$ cat src/rtl/alu_issue_pkg.sv
// Shared types and constants for the ALU issue block: FSM encoding,
// ALU opcode values and register file geometry.
package alu_issue_pkg;

  localparam int REG_W  = 8;
  localparam int NREG   = 4;
  localparam int REG_AW = 2;
  localparam int OP_W   = 4;

  typedef enum logic [1:0] {
    ST_IDLE  = 2'd0,
    ST_ISSUE = 2'd1,
    ST_WB    = 2'd2
  } state_e;

  localparam logic [OP_W-1:0] OP_ADD   = 4'h0;
  localparam logic [OP_W-1:0] OP_SUB   = 4'h1;
  localparam logic [OP_W-1:0] OP_AND   = 4'h2;
  localparam logic [OP_W-1:0] OP_OR    = 4'h3;
  localparam logic [OP_W-1:0] OP_XOR   = 4'h4;
  localparam logic [OP_W-1:0] OP_INCA  = 4'h5;
  localparam logic [OP_W-1:0] OP_DECA  = 4'h6;
  localparam logic [OP_W-1:0] OP_SHL   = 4'h7;
  localparam logic [OP_W-1:0] OP_SHR   = 4'h8;
  localparam logic [OP_W-1:0] OP_CMPEQ = 4'h9;
  localparam logic [OP_W-1:0] OP_CMPGT = 4'hA;
  localparam logic [OP_W-1:0] OP_CMPLT = 4'hB;
  localparam logic [OP_W-1:0] OP_PASSB = 4'hC;

endpackage

$ cat src/rtl/alu_issue_regfile.sv
// 4 x 8-bit register file: two operand read ports, one debug read port,
// writeback and load writes with writeback winning on the same register.
module alu_regfile
  import alu_issue_pkg::*;
(
  input  logic              CLK,
  input  logic              RESET,
  input  logic [REG_AW-1:0] rd_a_addr,
  output logic [REG_W-1:0]  rd_a_data,
  input  logic [REG_AW-1:0] rd_b_addr,
  output logic [REG_W-1:0]  rd_b_data,
  input  logic [REG_AW-1:0] dbg_addr,
  output logic [REG_W-1:0]  dbg_data,
  input  logic              wb_en,
  input  logic [REG_AW-1:0] wb_addr,
  input  logic [REG_W-1:0]  wb_data,
  input  logic              ld_en,
  input  logic [REG_AW-1:0] ld_addr,
  input  logic [REG_W-1:0]  ld_data
);

  logic [NREG-1:0][REG_W-1:0] regs_q, regs_d;

  // Reads see pre-edge contents; loads are never forwarded.
  assign rd_a_data = regs_q[rd_a_addr];
  assign rd_b_data = regs_q[rd_b_addr];
  assign dbg_data  = regs_q[dbg_addr];

  always_comb begin
    regs_d = regs_q;
    if (ld_en) regs_d[ld_addr] = ld_data;
    // Applied last so a writeback overrides a load to the same register.
    if (wb_en) regs_d[wb_addr] = wb_data;
  end

  always_ff @(posedge CLK) begin
    if (RESET) regs_q <= '0;
    else       regs_q <= regs_d;
  end

endmodule

$ cat src/rtl/alu_issue.sv
// Issue controller for an external registered ALU: reads operands, drives
// the ALU for one cycle, then writes back (IDLE -> ISSUE -> WB).
module alu_issue
  import alu_issue_pkg::*;
(
  input  logic              CLK,
  input  logic              RESET,
  input  logic              REQ_VALID,
  output logic              REQ_READY,
  input  logic [OP_W-1:0]   REQ_OPCODE,
  input  logic [REG_AW-1:0] REQ_SRC_A,
  input  logic [REG_AW-1:0] REQ_SRC_B,
  input  logic [REG_AW-1:0] REQ_DST,
  input  logic              REQ_WB,
  output logic [REG_W-1:0]  ALU_IN_A,
  output logic [REG_W-1:0]  ALU_IN_B,
  output logic [OP_W-1:0]   ALU_OP_CODE,
  input  logic [REG_W-1:0]  ALU_RESULT,
  input  logic              LD_VALID,
  output logic              LD_READY,
  input  logic [REG_AW-1:0] LD_ADDR,
  input  logic [REG_W-1:0]  LD_DATA,
  output logic              DONE,
  output logic [REG_W-1:0]  RESULT_OUT,
  input  logic [REG_AW-1:0] RD_ADDR,
  output logic [REG_W-1:0]  RD_DATA
);

  state_e            state_q, state_d;
  logic [OP_W-1:0]   op_q, op_d;
  logic [REG_AW-1:0] dst_q, dst_d;
  logic              wb_q, wb_d;
  logic [REG_W-1:0]  alu_a_q, alu_a_d, alu_b_q, alu_b_d;

  logic              accept, wb_fire, ld_fire;
  logic [REG_W-1:0]  rd_a_data, rd_b_data;

  alu_regfile u_regfile (
    .CLK       (CLK),
    .RESET     (RESET),
    .rd_a_addr (REQ_SRC_A),
    .rd_a_data (rd_a_data),
    .rd_b_addr (REQ_SRC_B),
    .rd_b_data (rd_b_data),
    .dbg_addr  (RD_ADDR),
    .dbg_data  (RD_DATA),
    .wb_en     (wb_fire),
    .wb_addr   (dst_q),
    .wb_data   (ALU_RESULT),
    .ld_en     (ld_fire),
    .ld_addr   (LD_ADDR),
    .ld_data   (LD_DATA)
  );

  // ALU-facing outputs are the latched operands; they only change on accept.
  assign ALU_IN_A    = alu_a_q;
  assign ALU_IN_B    = alu_b_q;
  assign ALU_OP_CODE = op_q;

  always_comb begin
    state_d    = state_q;
    op_d       = op_q;
    dst_d      = dst_q;
    wb_d       = wb_q;
    alu_a_d    = alu_a_q;
    alu_b_d    = alu_b_q;
    REQ_READY  = (state_q != ST_ISSUE);
    DONE       = (state_q == ST_WB);
    RESULT_OUT = DONE ? ALU_RESULT : '0;
    wb_fire    = DONE && wb_q;
    LD_READY   = !(wb_fire && (LD_ADDR == dst_q));
    ld_fire    = LD_VALID && LD_READY;
    accept     = REQ_VALID && REQ_READY;

    case (state_q)
      ST_IDLE:  if (accept) state_d = ST_ISSUE;
      ST_ISSUE: state_d = ST_WB;
      ST_WB:    state_d = accept ? ST_ISSUE : ST_IDLE;
      default:  state_d = ST_IDLE;
    endcase

    if (accept) begin
      op_d  = REQ_OPCODE;
      dst_d = REQ_DST;
      wb_d  = REQ_WB;
      // The register being written back this edge is still stale in the file.
      alu_a_d = (wb_fire && (REQ_SRC_A == dst_q)) ? ALU_RESULT : rd_a_data;
      alu_b_d = (wb_fire && (REQ_SRC_B == dst_q)) ? ALU_RESULT : rd_b_data;
    end
  end

  always_ff @(posedge CLK) begin
    if (RESET) begin
      state_q <= ST_IDLE;
      op_q    <= '0;
      dst_q   <= '0;
      wb_q    <= 1'b0;
      alu_a_q <= '0;
      alu_b_q <= '0;
    end else begin
      state_q <= state_d;
      op_q    <= op_d;
      dst_q   <= dst_d;
      wb_q    <= wb_d;
      alu_a_q <= alu_a_d;
      alu_b_q <= alu_b_d;
    end
  end

endmodule

$ cat config.mk
export PLATFORM = sky130hd
export DESIGN_NAME = alu_issue
export DESIGN_NICKNAME = d
export VERILOG_FILES = /design/src/rtl/alu_issue_pkg.sv /design/src/rtl/alu_issue_regfile.sv /design/src/rtl/alu_issue.sv
export SDC_FILE = /design/constraint.sdc
export NUM_CORES = 1
export LEC_CHECK = 0
export BUFFER_PORTS_ARGS = -buffer_cell sky130_fd_sc_hd__buf_4
export CORE_MARGIN = 4
export CORE_UTILIZATION = 58
export DETAILED_ROUTE_END_ITERATION = 8
export PLACE_DENSITY = 0.84
export REMOVE_ABC_BUFFERS = 1
export SYNTH_ARGS = -nofsm -noshare
export SYNTH_HDL_FRONTEND = slang
export SYNTH_HIERARCHICAL = 1
export SYNTH_SLANG_ARGS = --single-unit
$ cat constraint.sdc
create_clock -name CLK -period 6.3 [get_ports CLK]
set_input_delay 1.26 -clock CLK [delete_from_list [all_inputs] [get_ports CLK]]
set_output_delay 1.26 -clock CLK [all_outputs]
set_load 0.01 [all_outputs]
==> impl_metrics.toml, run 1 <==
[status]
outcome = "finished, final reports clean"

[synthesis]
syn_area_per_cell_sq_um = 10.3
synth_top_area_share_pct = 32.1
ys_top_cells_by_area = "dfxtp_1 (32%), mux4_2 (15%), mux2i_1 (6.7%), a211oi_1 (5.9%), a311oi_1 (3.9%)"
synth_top_family_by_area = "multiplexers"
synth_xor_area_share_pct = 5.41
syn_area_sq_um = 3560
ys_seq_area_share_pct = 32.1
synth_seq_cells = 57
synthAdderAreaFrac_pct = 0
synth_flop_cell = "dfxtp_1"
synth_edf_count = 0
synthCells = 344
synthSimpleGateAreaFrac_pct = 15.3
synth.largest_area_cell = "dfxtp_1"
synth_compound_area_share_pct = 19.4
yosys.cell_types.count = 36
synth_common_cells = "dfxtp_1 (57), nor2_1 (33), a211oi_1 (28), mux2i_1 (24), mux4_2 (24)"
ys_warn_count = 6
yosys-mux-area-fraction_pct = 21.9
synthArstFlopShare_pct = 0
synth.most_common_cell = "dfxtp_1"

[sta]
fin_crit_ns = 3.42
finalSetupTns_ns = 0
tightest_slew_ns = 0.780
clock.fmax_ghz = 0.293
period_share_pct = 54.3
setup_viol = 0
skew_ns = 0.0100
worst_slack_ns = 2.88
rsz0062_at_grt = "no"
holdWs_ns = 0.481
drv_slew = 0
relSlewSlack_pct = 47.9
final_hold_viol_count = 0

[drt]
via_count = 3224
wl_um = 9850
drc = 0
ant_nets = 0
routedWlPerCell_um = 20.7
drtIter0Drc = 248
firstDrtPassIters = 5
top_layer = "met4"
drt-met1-wl_um = 3830
wl_met3_um = 907
vias_per_cell = 6.77
wl_met2_um = 4850

[setup_path]
cp-start-kind = "input pin"
cpPeakStageDelay_ns = 0.54
cp.arrival_ns = 2.16
worstPathMaxFanout = 8
critPathTopFamily = "multiplexers"
required_ns = 5.04
path_buf_inv = 2
worstSetupPathType = "in -> out"
cpMostUsedCell = "buf_4"
cp_cell_sequence = "buf_4 > mux4_2 > buf_4"
endpoint_kind = "output port"
cp_slowest_cell = "mux4_2"

[pwr]
power_per_cell_area_nw_per_um2 = 218
ir_worst_vdd_mv = 0.157
p_leak_nw = 1.71
total_power_mw = 0.917

[floorplanning]
rows = 28
core-area_sq_um = 5960
dieArea_sq_um = 7450
start_util_pct = 59.8
io_pins = 74
die_x_um = 86.3
die_h_um = 86.3

[run]
drv_cap = 0

[clock_tree]
cts_buffers = 9
cts_tree = "done"
htreeDepth = 3
ctsHoldBuffers = 0
cts_root_buf = "clkbuf_8"
clock_latency_ns = 0.34
post_cts_resize_count = 0
clk_pin_slew_ns = 0.07
cts.sinks = 57
post_cts.repair.setup_buffers = 0
cts_buffer_depth = 2

[final_layout]
layout-drive-gt1-share_pct = 31.9
antennaDiodeCount = 0
area_delta_synth_final_pct = 18.3
final_nets = 431

[global_routing]
grt.total_usage_pct = 26.6
antenna_found_initial = 0
grt_max_degree = 58
first_global_vias = 3028
globalRoute.totalOverflow = 0
grt_pass1_wl_um = 15500

[placed_design]
dp_hpwl_um = 6880
gp_congestion = 0.925
pre_cts_ws_ns = 2.88
io_buffers = 73

[hold_path]
hold_path.class = "reg -> reg"
[worst paths after layout]
kind | start | endpoint | slack, ns | depth (start not counted)
worst max-delay path | RD_ADDR[0] | RD_DATA[1] | 2.88 | 3
worst min-delay path | ALU_OP_CODE[2]$_SDFFE_PP0P_ | ALU_OP_CODE[2]$_SDFFE_PP0P_ | 0.48 | 2
worst max register to register | dst_q[1]$_SDFFE_PP0P_ | u_regfile/regs_q[6]$_SDFF_PP0_ | 3.58 | 6
worst min register to register | ALU_OP_CODE[2]$_SDFFE_PP0P_ | ALU_OP_CODE[2]$_SDFFE_PP0P_ | 0.48 | 2
[area by class of cell]
class	instances	area [sq um]
clock buffers	10	138
clock inverters	6	67.6
fillers	467	1750
inverters	3	13.8
multi-input cells	252	2210
flip-flops and latches	57	1140
well taps	75	93.8
repair buffers	73	548
[metal layers]
metal | vias up | global-route usage (%)
li1 | 1470 | -
met1 | 1534 | 34.5
met2 | 192 | 43.5
met3 | 28 | 5.80
met4 | 0 | 10.2
met5 | - | 0
[flip-flops by register name, summed over array words and instances, names as in the netlist]
name,cells
u_regfile/regs_q,32
ALU_IN_A,8
ALU_IN_B,8
ALU_OP_CODE,4
dst_q,2
state_q,2
wb_q,1
[cell families (layout without fill, tap and decap cells)]
group | count (synthesis) | in the layout
mux | 48 | 48
simple gates | 96 | 96
compound gates | 98 | 98
flops | 57 | 57
xor+xnor | 10 | 10
buf+inv | 35 | 92
[worst register-to-register path: stages (launching register included)]
cell and delay, ns:
dfxtp_1 0.83, xnor2_1 0.18, nand3_1 0.16, and2_1 0.34
or3b_1 0.59, a221oi_1 0.38, nor3_1 0.10
[cells in the final DEF, fill, tap and decap left out, types with 2 or more instances in the layout]
master      Yosys  final
a211oi_1       28     28
a21oi_1        23     23
a221oi_1        4      4
a311oi_1       16     16
a32oi_1         4      4
and2_1          9      9
and4b_1         7      7
buf_4           4     73
clkbuf_8        0     10
clkinv_4        0      2
clkinvlp_4      0      2
dfxtp_1        57     57
mux2i_1        24     24
mux4_2         24     24
nand3_1        23     23
nand3b_1        3      3
nand4_1         2      2
nor2_1         33     33
nor2b_1         6      6
nor3_1          5      5
o21ai_0         7      7
o31ai_1        16     16
or3b_1          2      2
xnor2_1         2      2
xnor2_2         4      4
xor2_4          4      4
[per-stage QoR]
stage / utilization (%) / instances / cell area [sq um]
2_1_floorplan: - / 312 / 3360
3_3_place_gp: 67.2 / 460 / 4010
3_5_place_dp: 67.2 / 460 / 4010
4_1_cts: 70.7 / 476 / 4210
5_1_grt: 70.7 / 476 / 4210
6_report: 70.7 / 476 / 4210
[report_power, final]
part           total [mW]  internal [mW]  switching [mW]  leakage [nW]
clock network       0.356          0.194           0.162        0.0985
registers           0.399          0.379          0.0201         0.466
logic               0.163         0.0765          0.0864          1.14
Power figures use the tool's default switching activity.
==> inputs of run 2 (changes only) <==
CORE_UTILIZATION = 50   (was 58)
PLACE_DENSITY = 0.77   (was 0.84)
clock period = 2.7 ns   (was 6.3 ns; I/O delays follow)
==> impl_metrics.toml, run 2 (synthesized netlist as in run 1, its figures left out) <==
[setup_path]
worstSetupPathType = "reg -> reg"
required_ns = 2.95
cp.arrival_ns = 2.72
cp-start-kind = "flop"
endpoint_kind = "flop"
worstPathMaxFanout = 17

[floorplanning]
die_h_um = 92.4
rows = 30
dieArea_sq_um = 8530
start_util_pct = 51.8
die_x_um = 92.4
core-area_sq_um = 6870
io_pins = 74

[status]
outcome = "finished, final reports clean"

[placed_design]
io_buffers = 73
dp_hpwl_um = 7030
gp_congestion = 0.896
pre_cts_ws_ns = 0.307

[clock_tree]
post_cts.repair.setup_buffers = 0
cts_tree = "done"
cts_buffers = 9
cts_buffer_depth = 2
cts_root_buf = "clkbuf_8"
clock_latency_ns = 0.34
clk_pin_slew_ns = 0.07
cts.sinks = 57
ctsHoldBuffers = 0
htreeDepth = 3
post_cts_resize_count = 0

[final_layout]
layout_commonest_cell = "buf_4"
layout-drive-gt1-share_pct = 31.9
antennaDiodeCount = 0
final_nets = 434
area_delta_synth_final_pct = 18.8
top_register = "u_regfile/regs_q"
largest_reg_flops = 32
layout_common_cells = "buf_4 (76), dfxtp_1 (57), nor2_1 (33)"

[sta]
setup_viol = 0
worst_slack_ns = 0.227
finalSetupTns_ns = 0
relSlewSlack_pct = 50.9
final_hold_viol_count = 0
fin_crit_ns = 2.47
period_share_pct = 91.6
clock.fmax_ghz = 0.404
skew_ns = 0.00979
drv_slew = 0
tightest_slew_ns = 0.734
rsz0062_at_grt = "no"

[global_routing]
met3_usage_pct = 8.04
globalRoute.totalOverflow = 0
busiest_layer = "met2"
grt_pass1_wl_um = 16000
first_global_vias = 3016
grt.total_usage_pct = 24.1
gr-usage-met2_pct = 38.9
grt_max_degree = 58
use_met1_pct = 31.0
antenna_found_initial = 0

[drt]
routedWlPerCell_um = 20.1
via_count = 3167
drc = 0
vias_per_cell = 6.33
ant_nets = 0
firstDrtPassIters = 5
drtIter0Drc = 247
wl_um = 10100

[pwr]
p_leak_nw = 1.72
ir_worst_vdd_mv = 0.373
total_power_mw = 2.03
power_per_cell_area_nw_per_um2 = 481

[run]
drv_cap = 0

[hold_path]
hold_path.class = "in -> reg"
==> run 2: cell count changes in the layout (fill, tap and decap cells not counted), sizes merged <==
cell      previous run  this run
clkbuf              10        13
buf                 73        76
clkinvlp             2         0
bufinv               1         0
==> run 2: per-stage QoR <==
step	utilization [%]	area, sq um	instances	hold slack, ns
after floorplan	-	3360	312	0.492
after global placement	59.0	4050	484	0.467
after detailed placement	59.0	4050	484	0.475
after CTS	61.5	4230	500	0.457
after global routing	61.5	4230	500	0.467
final	61.5	4230	500	0.460
==> run 2: metal layers <==
metal | up-vias | share of wire (%)
met3 | 14 | 9.1
met4 | 0 | 1.6
li1 | 1466 | -
met2 | 160 | 49
met1 | 1527 | 40
met5 | - | 0
==> run 2: cell type report <==
cell class	instances	area (sq um)
clock inverters	3	15.0
flip-flops and latches	57	1140
multi-input cells	252	2210
fillers	623	2640
repair buffers	76	571
inverters	3	13.8
clock buffers	13	159
well taps	96	120
==> run 2: final timing paths <==
| kind | start | to | slack [ns] | depth (start not counted) |
|---|---|---|---|---|
| max reg2reg | state_q[1]$_SDFFE_PP0P_ | u_regfile/regs_q[12]$_SDFF_PP0_ | 0.23 | 8 |
| min | REQ_OPCODE[1] | ALU_OP_CODE[1]$_SDFFE_PP0P_ | 0.46 | 3 |
| min reg2reg | ALU_OP_CODE[2]$_SDFFE_PP0P_ | ALU_OP_CODE[2]$_SDFFE_PP0P_ | 0.48 | 2 |
| max | state_q[1]$_SDFFE_PP0P_ | u_regfile/regs_q[12]$_SDFF_PP0_ | 0.23 | 8 |
==> run 2: critical path: stages (launching register included) <==
cell,delay [ns]
dfxtp_1,0.52
nand3b_4,0.24
inv_1,0.23
nand3_1,0.12
and2_1,0.19
buf_4,0.16
nand3b_1,0.47
mux2i_1,0.17
a211oi_1,0.28
==> run 2: power breakdown <==
part,internal (mW),total (mW),switching (mW),leakage (nW)
Combinational,0.182,0.395,0.213,1.16
Sequential,0.884,0.921,0.0368,0.466
Clock,0.379,0.716,0.338,0.0932
